===== config.mk =====
export PLATFORM = sky130hd
export DESIGN_NAME = if_id_buffer
export DESIGN_NICKNAME = d
export VERILOG_FILES = /design/src/rtl/cpu554_pkg.sv /design/src/rtl/if_id_buffer.sv
export SDC_FILE = /design/constraint.sdc
export NUM_CORES = 1
export LEC_CHECK = 0
export CORE_ASPECT_RATIO = 0.7
export CORE_MARGIN = 4
export CORE_UTILIZATION = 45
export DETAILED_ROUTE_END_ITERATION = 10
export GPL_TIMING_DRIVEN = 0
export PLACE_DENSITY = 0.74
export RECOVER_POWER = 25
export SYNTH_ARGS = -nofsm -noshare
export SYNTH_HDL_FRONTEND = slang
export SYNTH_SLANG_ARGS = --single-unit

===== constraint.sdc =====
create_clock -name clk -period 11.2 [get_ports clk]
set_clock_uncertainty 0.05 [all_clocks]
set_input_delay 2.24 -clock clk [delete_from_list [all_inputs] [get_ports clk]]
set_output_delay 2.24 -clock clk [all_outputs]
set_load 0.01 [all_outputs]

===== src/rtl/cpu554_pkg.sv =====
// Shared types for the 554 CPU front end: the pc_mode encoding used by IF's pc
// control and the instruction/PC pair carried from IF to ID.
package cpu554_pkg;

  localparam logic [31:0] NOP_INSTR_DEFAULT = 32'h0000_0000;

  typedef enum logic [1:0] {
    PC_STALL  = 2'b00,
    PC_NORMAL = 2'b01,
    PC_REG    = 2'b10,
    PC_IMM    = 2'b11
  } pc_mode_t;

  typedef struct packed {
    logic [31:0] instr;
    logic [31:0] pc;
  } if_id_entry_t;

endpackage


===== src/rtl/if_id_buffer.sv =====
// IF -> ID decoupling FIFO with valid/ready on both sides, a pc_stall hint for
// IF's pc control, a redirect flush and a saturating stall-cycle counter.
module if_id_buffer
  import cpu554_pkg::*;
#(
  parameter int          DEPTH     = 2,
  parameter logic [31:0] NOP_INSTR = NOP_INSTR_DEFAULT,
  parameter int          CNT_W     = 16
) (
  input  logic                     clk,
  input  logic                     rst,
  input  logic                     if_valid,
  input  logic [31:0]              if_instr,
  input  logic [31:0]              if_pc,
  output logic                     if_ready,
  output logic                     pc_stall,
  input  logic                     flush,
  output logic                     id_valid,
  output logic [31:0]              id_instr,
  output logic [31:0]              id_pc,
  output logic [31:0]              id_pc_plus1,
  input  logic                     id_ready,
  output logic [$clog2(DEPTH):0]   occupancy,
  output logic [CNT_W-1:0]         stall_cnt
);

  localparam int             AW       = $clog2(DEPTH);
  localparam logic [AW:0]    FULL_CNT = DEPTH[AW:0];

  if_id_entry_t mem [DEPTH];
  logic [AW:0]  wr_ptr, rd_ptr;
  if_id_entry_t head;
  logic         push, pop;

  // The extra pointer bit makes the difference equal DEPTH when full, 0 when empty.
  assign occupancy = wr_ptr - rd_ptr;
  assign if_ready  = (occupancy != FULL_CNT);
  assign pc_stall  = ~if_ready;
  assign id_valid  = (occupancy != '0);

  assign push = if_valid & if_ready;
  assign pop  = id_valid & id_ready;

  assign head        = mem[rd_ptr[AW-1:0]];
  assign id_instr    = id_valid ? head.instr     : NOP_INSTR;
  assign id_pc       = id_valid ? head.pc        : 32'h0;
  assign id_pc_plus1 = id_valid ? head.pc + 32'h1 : 32'h0;

  // NOTE: storage has no reset; stale entries are masked by id_valid and a reset
  // port here would only cost a reset tree on every data bit.
  always_ff @(posedge clk) begin
    if (push) mem[wr_ptr[AW-1:0]] <= '{instr: if_instr, pc: if_pc};
  end

  // NOTE: sequential state uses non-blocking assignments so every register samples
  // pre-edge values regardless of statement order.
  always_ff @(posedge clk) begin
    if (rst) begin
      wr_ptr <= '0;
      rd_ptr <= '0;
    end else if (flush) begin
      wr_ptr <= rd_ptr;
    end else begin
      if (push) wr_ptr <= wr_ptr + 1'b1;
      if (pop)  rd_ptr <= rd_ptr + 1'b1;
    end
  end

  // Counts every cycle IF is held off, including the cycle a redirect arrives.
  always_ff @(posedge clk) begin
    if (rst) begin
      stall_cnt <= '0;
    end else if (if_valid && !if_ready && stall_cnt != '1) begin
      stall_cnt <= stall_cnt + 1'b1;
    end
  end

endmodule


==> results.txt, run 1 <==
During placement, the flow inserted port buffers numbering 185. The number of buffers added to fix hold violations after cts was 0. The number of slew-limit violations in the final report was 0; the floorplan die area was 17980 um^2. Across the VDD grid, the largest voltage drop is 0.0001117 V. For flop-to-flop paths, the worst setup slack is 8.40 ns. The worst register-to-register path begins at wr_ptr[0]$_SDFFE_PP0P_.

The kind of start point of the critical path was a flip-flop. The library cell used most frequently in the layout, excluding fill and tap cells, is sky130_fd_sc_hd__clkdlybuf4s50_1. The run finished with clean final reports. The worst hold path begins at stall_cnt[1]$_SDFFE_PP0P_. For this block, the initial DRC count from the detailed router was 459. STA classifies the critical path endpoint as an output port. The placer's final routability congestion estimate is 0.9362. Once the floorplan was initialized, standard cells occupied 45.94% of the core.

The tools report the capture point of the worst reg-to-reg path as mem[1][4]$_DFFE_PP_. The biggest fanout along the worst timing path works out to 10. In this run the power density over the cells is 176.9 nW/um^2.

In this run, synthesis produced a sequential element count of 149. Clock tree root buffer cell: sky130_fd_sc_hd__clkbuf_16. In this run the remaining antenna-violating nets after routing total 0.

In this run the tightest slew margin relative to its limit is 40.00%. The maximum number of pins on one net before global-route repair was 22; the number of enable-type register cells in the synthesized netlist was 128. The path depth of the worst reg2reg path is 8. The share of layout cells above drive strength 1 came out at 9.988%.

After clock tree synthesis, the setup repair step added 0 buffers. The setup path with the least slack is of type reg2out. The instance count along the most critical hold path was 2; the initial antenna violation count was 4. After detailed routing, the total wire length is 19560 um. Final global-route overflow total: 0.

For this design the static power due to leakage is 3.333 nW. The end point of the most critical hold path is stall_cnt[1]$_SDFFE_PP0P_. In this run the cell area of the synthesized design comes to 7142 um^2. Clock tree synthesis inserted a total of 17 buffers.

The number of setup violations in the final report is 0, and the post-CTS resize count is 0. The clock period minus final worst setup slack was 6.737 ns. TritonCTS built the clock tree.

During synthesis, Yosys emitted a total of 0 warnings. Max-cap violations in this run came to 0. The floorplan core area was 15550 um^2. Static timing analysis puts the maximum clock frequency at 148.4 MHz. Adding up every negative setup slack in the final design gives 0 ns. The post-synthesis area per instance was 12.15 um^2; the overall die width was 158.6 um. The area growth from synthesis to layout is 39.98%. The count of cell types in the netlist was 66. Measured along the y axis, the die boundary spans 113.4 um. The net count after synthesis was 660; the final worst-path cycle share was 60.15%.

Setup repair after global routing left no endpoint under its margin. Counting flops with an async set or reset pin after synthesis yields a share of 0%. The tools report the maximum root-to-sink buffer count as 2. The maximum level of the CTS H-tree was 4; the clock net sink count was 149. The data arrival time of the critical path is 4.45 ns, and the number of nets in the layout is 870. The min-delay analysis places its worst path in the category reg2reg. After clock tree synthesis, the clock-pin slew on the worst setup and hold paths is 0.06 ns. The first global-routing pass estimated 30970 um of wire. The measured slew at the worst slew-check pin is 0.9000 ns, and the cell row count is 38. For the worst-skew pair, the clock arrives at the later sink with an insertion delay of 0.41 ns. The global routing usage summed across all routing layers was 22.24%; the per-cell routed wire length was 19.31 um. For this run, design rule violations remaining after detail routing come to 0. The first detailed-routing pass ran for 5 iterations. For the worst setup path, the data required time is 8.91 ns.

The final route contains 5558 vias. Summing internal, switching and leakage power gives 1.768 mW. In the synthesized netlist, the number of instances is 588. The prevailing post-synth register cell is sky130_fd_sc_hd__edfxtp_1. The logs give 5841 for the number of global-route vias before repair and 186 for the I/O pin count. The run gives 0 as the final hold violation count. In the routed layout, each cell is associated on average with a via count of 5.487.

In the layout the commonest cells are sky130_fd_sc_hd__clkdlybuf4s50_1, sky130_fd_sc_hd__edfxtp_1, sky130_fd_sc_hd__nor2_1, sky130_fd_sc_hd__mux2i_1, sky130_fd_sc_hd__dlygate4sd3_1. HPWL after detailed placement: 14570 um. Sequential cells were found to cover 59.71% of the synthesized design area.
==> cell families after synthesis <==
family,Yosys count,share of synthesized area [%]
compound gates,74,7.218
xor+xnor,25,3.259
fa+ha+maj,3,0.5256
buf+inv,39,2.698
flops,149,59.71
mux,65,9.250
simple gates,233,17.34
==> per-stage QoR <==
stage	area, um^2	hold slack [ns]	utilization (%)	setup slack [ns]	instances
6_report	9997	0.4313	64.30	4.463	1013
5_1_grt	9995	0.4711	64.28	4.317	1012
4_1_cts	9992	0.4354	64.27	4.480	1011
3_5_place_dp	9424	0.4296	60.61	4.934	979
3_3_place_gp	9244	0.4229	59.46	3.234	973
2_1_floorplan	7142	0.4535	-	5.459	588
==> how the worst max path moves through the flow <==
stage,slack [ns],endpoint
after floorplan,5.46,wr_ptr[1]$_SDFFE_PP0P_
after global placement,3.23,wr_ptr[1]$_SDFFE_PP0P_
after detailed placement,4.93,id_pc_plus1[30]
after CTS,4.48,id_pc_plus1[30]
after global routing,4.32,id_pc_plus1[30]
final,4.46,id_pc_plus1[30]
==> state kept, by name, indices dropped and copies added (netlist names), named ones only <==
signal,cells
mem,128
rd_ptr,2
stall_cnt,16
wr_ptr,2
==> per-layer routing <==
metal | up-vias | global-route usage, % | share of wire, %
met2 | 244 | 35.45 | 47
met1 | 2653 | 28.93 | 43
met5 | - | 0 | 0.14
met4 | 4 | 6.591 | 1.8
li1 | 2621 | - | -
met3 | 36 | 7.660 | 8.9
==> synth_stat cells, types with 8 or more instances <==
cell type	instances	area [um^2]
sky130_fd_sc_hd__edfxtp_1	128	3844
sky130_fd_sc_hd__nor2_1	90	337.8
sky130_fd_sc_hd__mux2i_1	57	570.6
sky130_fd_sc_hd__nand2_1	37	138.9
sky130_fd_sc_hd__nand3_1	30	150.1
sky130_fd_sc_hd__a21oi_1	22	110.1
sky130_fd_sc_hd__dfxtp_1	21	420.4
sky130_fd_sc_hd__xnor2_1	19	166.4
sky130_fd_sc_hd__o21ai_0	15	75.07
sky130_fd_sc_hd__and2_1	11	68.82
sky130_fd_sc_hd__nand3b_1	11	82.58
sky130_fd_sc_hd__buf_2	10	50.05
sky130_fd_sc_hd__nand4_1	10	62.56
sky130_fd_sc_hd__inv_1	9	33.78
sky130_fd_sc_hd__o31ai_1	8	60.06
==> layout make-up <==
class,count,area (um^2)
inverters,11,41.29
diodes,2,5.005
flip-flops and latches,149,4264
clock buffers,18,429.2
fillers,1177,5550
clock inverters,14,138.9
multi-input cells,400,2700
plain buffers,28,151.4
well taps,200,250.2
repair buffers,191,2017
==> worst max-delay path, cell delays in order (launching register included) <==
cell and delay [ns]:
sky130_fd_sc_hd__dfxtp_1 0.32, sky130_fd_sc_hd__buf_6 0.14, sky130_fd_sc_hd__buf_8 0.14, sky130_fd_sc_hd__buf_4 0.18, sky130_fd_sc_hd__buf_2 0.29, sky130_fd_sc_hd__buf_2 0.41
sky130_fd_sc_hd__mux2_2 0.26, sky130_fd_sc_hd__ha_1 0.28, sky130_fd_sc_hd__nand4b_1 0.21, sky130_fd_sc_hd__a22oi_1 0.34, sky130_fd_sc_hd__nand4_4 0.26, sky130_fd_sc_hd__nor4b_4 0.35
sky130_fd_sc_hd__mux2_1 0.36, sky130_fd_sc_hd__clkdlybuf4s50_1 0.48
==> power by group <==
group          internal, mW  switching (mW)
Sequential            0.653          0.0208
Clock                 0.313           0.236
Combinational         0.263           0.282
Note: power is estimated with default switching activity, not from simulation.
==> run 2, diff against run 1 <==
==> constraint.sdc (replaced) <==
create_clock -name clk -period 7.1 [get_ports clk]
set_clock_uncertainty 0.05 [all_clocks]
set_input_delay 1.42 -clock clk [delete_from_list [all_inputs] [get_ports clk]]
set_output_delay 1.42 -clock clk [all_outputs]
set_load 0.01 [all_outputs]
==> results of run 2 <==
Same layout as run 1 (identical final DEF). Status: finished, final reports clean.
Main changes from that run: setup slack after placement 4.934 ns -> 1.654 ns; setup slack after layout 4.463 ns -> 1.183 ns; register-to-register setup slack 8.40 ns -> 4.30 ns; total power 1.768 mW -> 2.790 mW; worst IR drop on VDD 0.0001117 V -> 0.0001762 V
==> run 3, diff against run 2 <==
--- a/config.mk
+++ b/config.mk
@@ -7,10 +7,10 @@
 export LEC_CHECK = 0
 export CORE_ASPECT_RATIO = 0.7
 export CORE_MARGIN = 4
-export CORE_UTILIZATION = 45
+export CORE_UTILIZATION = 44
 export DETAILED_ROUTE_END_ITERATION = 10
 export GPL_TIMING_DRIVEN = 0
-export PLACE_DENSITY = 0.74
+export PLACE_DENSITY = 0.75
 export RECOVER_POWER = 25
 export SYNTH_ARGS = -nofsm -noshare
 export SYNTH_HDL_FRONTEND = slang
==> constraint.sdc (replaced) <==
create_clock -name clk -period 4.95 [get_ports clk]
set_clock_uncertainty 0.05 [all_clocks]
set_input_delay 0.99 -clock clk [delete_from_list [all_inputs] [get_ports clk]]
set_output_delay 0.99 -clock clk [all_outputs]
set_load 0.01 [all_outputs]
==> results.txt, run 3 (synthesized netlist as in run 1, its figures left out) <==
Flip-flop count of the largest register, all copies and words added: 128 (unchanged). The top cell types in the final layout, fill and taps aside, are sky130_fd_sc_hd__clkdlybuf4s50_1, sky130_fd_sc_hd__edfxtp_1, sky130_fd_sc_hd__nor2_1, sky130_fd_sc_hd__mux2i_1, sky130_fd_sc_hd__dlygate4sd3_1. The clock net sink count was 149 (unchanged); the final global-route overflow total was 0 (unchanged). The placer's final routability congestion estimate was 0.9636 (+2.9%). The routed via count divided by cell count is 5.516 (+0.53%). The worst-skew pair later-pin latency was 0.42 ns (about the same); the height of the chip was 114.6 um (+1.1%). The run finished with clean final reports. The tools report the effective utilization at floorplan as 45.52% (-0.42 points). The worst hold path belongs to the class reg2reg. IR analysis of the VDD net gives a maximum drop of 0.0002577 V.

The count of port buffers added during placement is 185 (unchanged). The floorplan die area was 18370 um^2 (+2.1%). The stage delay of the slowest cell on the critical path is 0.49 ns (about the same), and the clock transition at the registers of the reported paths is 0.06 ns (about the same). The data arrival time of the critical path came out at 3.73 ns (-0.72 ns). Walking the worst path, the cells encountered are buf_6 > buf_8 > buf_4 > buf_4 > mux2_2 > ha_2 > nand4b_1 > a22oi_2 > nand4_4 > nor4b_4 > mux2_1 > clkdlybuf4s50_1. The number of instances in the placed design was 977 (-0.20%). The tools report the total clock buffers created by CTS as 17 (unchanged). The number of setup violations in the final report came out at 0 (unchanged). The critical path buffer and inverter count was 5 (-1); the leakage power total was 3.277 nW (-1.7%). The final hold violation count came out at 0 (unchanged). Counting stages on the worst path, the most repeated cell is sky130_fd_sc_hd__buf_4. The final worst-path cycle share was 96.38%; the measured slew at the worst slew-check pin was 0.9515 ns (+0.05151 ns). The power density of the placed cells is 396.5 nW/um^2. The class of the most critical setup path is reg2out. Top cell family by delay on the critical path: buffers and inverters. The worst hold slack is 0.4588 ns (+0.02757 ns). The worst setup path is launched from a flip-flop. The final total negative setup slack is 0 ns (unchanged). The share of layout cells above drive strength 1 is 10.00% (+0.012 points), and the critical path data required time is 3.91 ns. The I/O pin count came out at 186 (unchanged). The largest individual stage delay along the critical path comes from the cell sky130_fd_sc_hd__clkdlybuf4s50_1. The count of unresolved DRC violations after routing is 0 (unchanged).

For the via total after detailed routing, the log shows 5582 (+0.43%). The number of maximum-capacitance violations was 0 (unchanged). For the count of routing violations after the opening detailed-route iteration, the log shows 386 (-16%).

The number of global-route vias before repair was 5757 (-1.4%); the overall die width was 160.3 um (+1.1%). Per-cell routed wire length: 18.97 um (-1.8%). The maximum number of pins on one net before global-route repair was 31 (+41%); the global routing usage summed across all routing layers was 21.07% (-1.2 points). The wire length of the first global-routing pass came out at 30130 um (-2.7%).

The post-detailed-placement cell area was 9346 um^2 (-0.82%). The tools report the cell row count as 38 (unchanged). The worst setup path is captured at an output port. The count of nets left with antenna violations after detail routing came out at 0 (unchanged). The wire length after detailed routing is 19200 um (-1.9%).

TritonCTS built the clock tree. The number of nets in the layout was 869 (-0.11%). The sequential cell area was 4264 um^2 (unchanged); the floorplan core area was 15690 um^2 (+0.92%).

For the number of filler cells placed in the layout, the log shows 1198 (+1.8%). The maximum clock rate came out at 209.6 MHz. CTS placed an instance of sky130_fd_sc_hd__clkbuf_16 at the clock tree root. For the HPWL after detailed placement, the log shows 14450 um (-0.85%). The tools report the number of slew-limit violations in the final report as 0 (unchanged). The run gives 5 (unchanged) as the total iterations of the first detailed-routing run. The biggest fanout along the worst timing path was 10 (unchanged). The final design instance area without fill is 9936 um^2 (-0.61%).

The maximum root-to-sink buffer count is 2 (unchanged). The logs give 1012 (-0.099%) for the number of cells in the finished layout apart from fillers and 36.56% (-3.4 points) for the worst slew margin relative to its limit. The total area of multi-input combinational cells is 2708 um^2 (+0.28%). The library cell used most frequently in the layout, excluding fill and tap cells, is sky130_fd_sc_hd__clkdlybuf4s50_1. The maximum level of the CTS H-tree is 4 (unchanged). The initial antenna violation count is 4 (unchanged).

Setup repair after global routing left no endpoint under its margin. Compared with the post-synthesis result, the final layout area differs by 39.12%. The clock period minus final worst setup slack came out at 4.771 ns. The number of buffers added to fix hold violations after cts was 0 (unchanged).
[run 3: changes by cell type in the layout (fill, tap and decap cells not counted), moves of 3 or more]
cell	before	now
sky130_fd_sc_hd__clkinvlp_4	1	5
sky130_fd_sc_hd__buf_4	2	5
sky130_fd_sc_hd__buf_2	10	7
sky130_fd_sc_hd__buf_16	6	1
sky130_fd_sc_hd__inv_8	3	0
sky130_fd_sc_hd__buf_12	0	3
[run 3: tightest hold or removal path, cell delays in order (launching register included)]
cell and delay [ns]:
sky130_fd_sc_hd__dfxtp_1 0.34, sky130_fd_sc_hd__nand2_1 0.06, sky130_fd_sc_hd__a21oi_1 0.06
[run 3: timing repair]
action                     in CTS  in global routing
setup endpoints to repair       8                  6
resized for setup               4                  4
buffers inserted                1                  1
pin swaps                       0                  2
[run 3: final cells by class]
cell class                      count  area share (%)
Sequential cell                   149           42.92
Clock inverter                     14           1.297
Tap cell                          200           2.519
Antenna cell                        2         0.05037
Multi-Input combinational cell    400           27.25
Clock buffer                       18           4.319
Timing Repair Buffer              191           19.67
Inverter                           11          0.4156
Buffer                             27           1.562
[run 3: worst paths after layout]
path	slack, ns	cells past startpoint	from	to
max	0.18	12	flip-flop	id_pc_plus1[30]
min	0.46	2	stall_cnt[1]$_SDFFE_PP0P_	stall_cnt[1]$_SDFFE_PP0P_
max reg2reg	2.30	7	wr_ptr[0]$_SDFFE_PP0P_	mem[1][45]$_DFFE_PP_
min reg2reg	0.46	2	stall_cnt[1]$_SDFFE_PP0P_	stall_cnt[1]$_SDFFE_PP0P_
[run 3: per-stage QoR]
step	worst slack [ns]	power [mW]	utilization [%]
after CTS	0.007644	3.980	63.26
after global routing	0.004834	4.123	63.31
after floorplan	0.4586	2.127	-
after detailed placement	0.1359	2.771	59.57
final	0.1791	3.939	63.33
after global placement	-1.692	2.744	58.92
[run 3: report_power, final]
part	switching (mW)	internal (mW)	leakage, nW	total, mW
Clock	0.508	0.695	0.257	1.20
Sequential	0.0467	1.48	1.36	1.53
Combinational	0.629	0.582	1.66	1.21
Total	1.18	2.76	3.28	3.94
[run 3: per-layer routing]
metal | part of all wire (%) | track usage, % | routed length, um
met1 | 44 | 27.46 | 8405
met2 | 46 | 34.19 | 8796
met5 | 0.14 | 0 | 26
met4 | 1.1 | 6.074 | 216
met3 | 9.1 | 6.729 | 1751
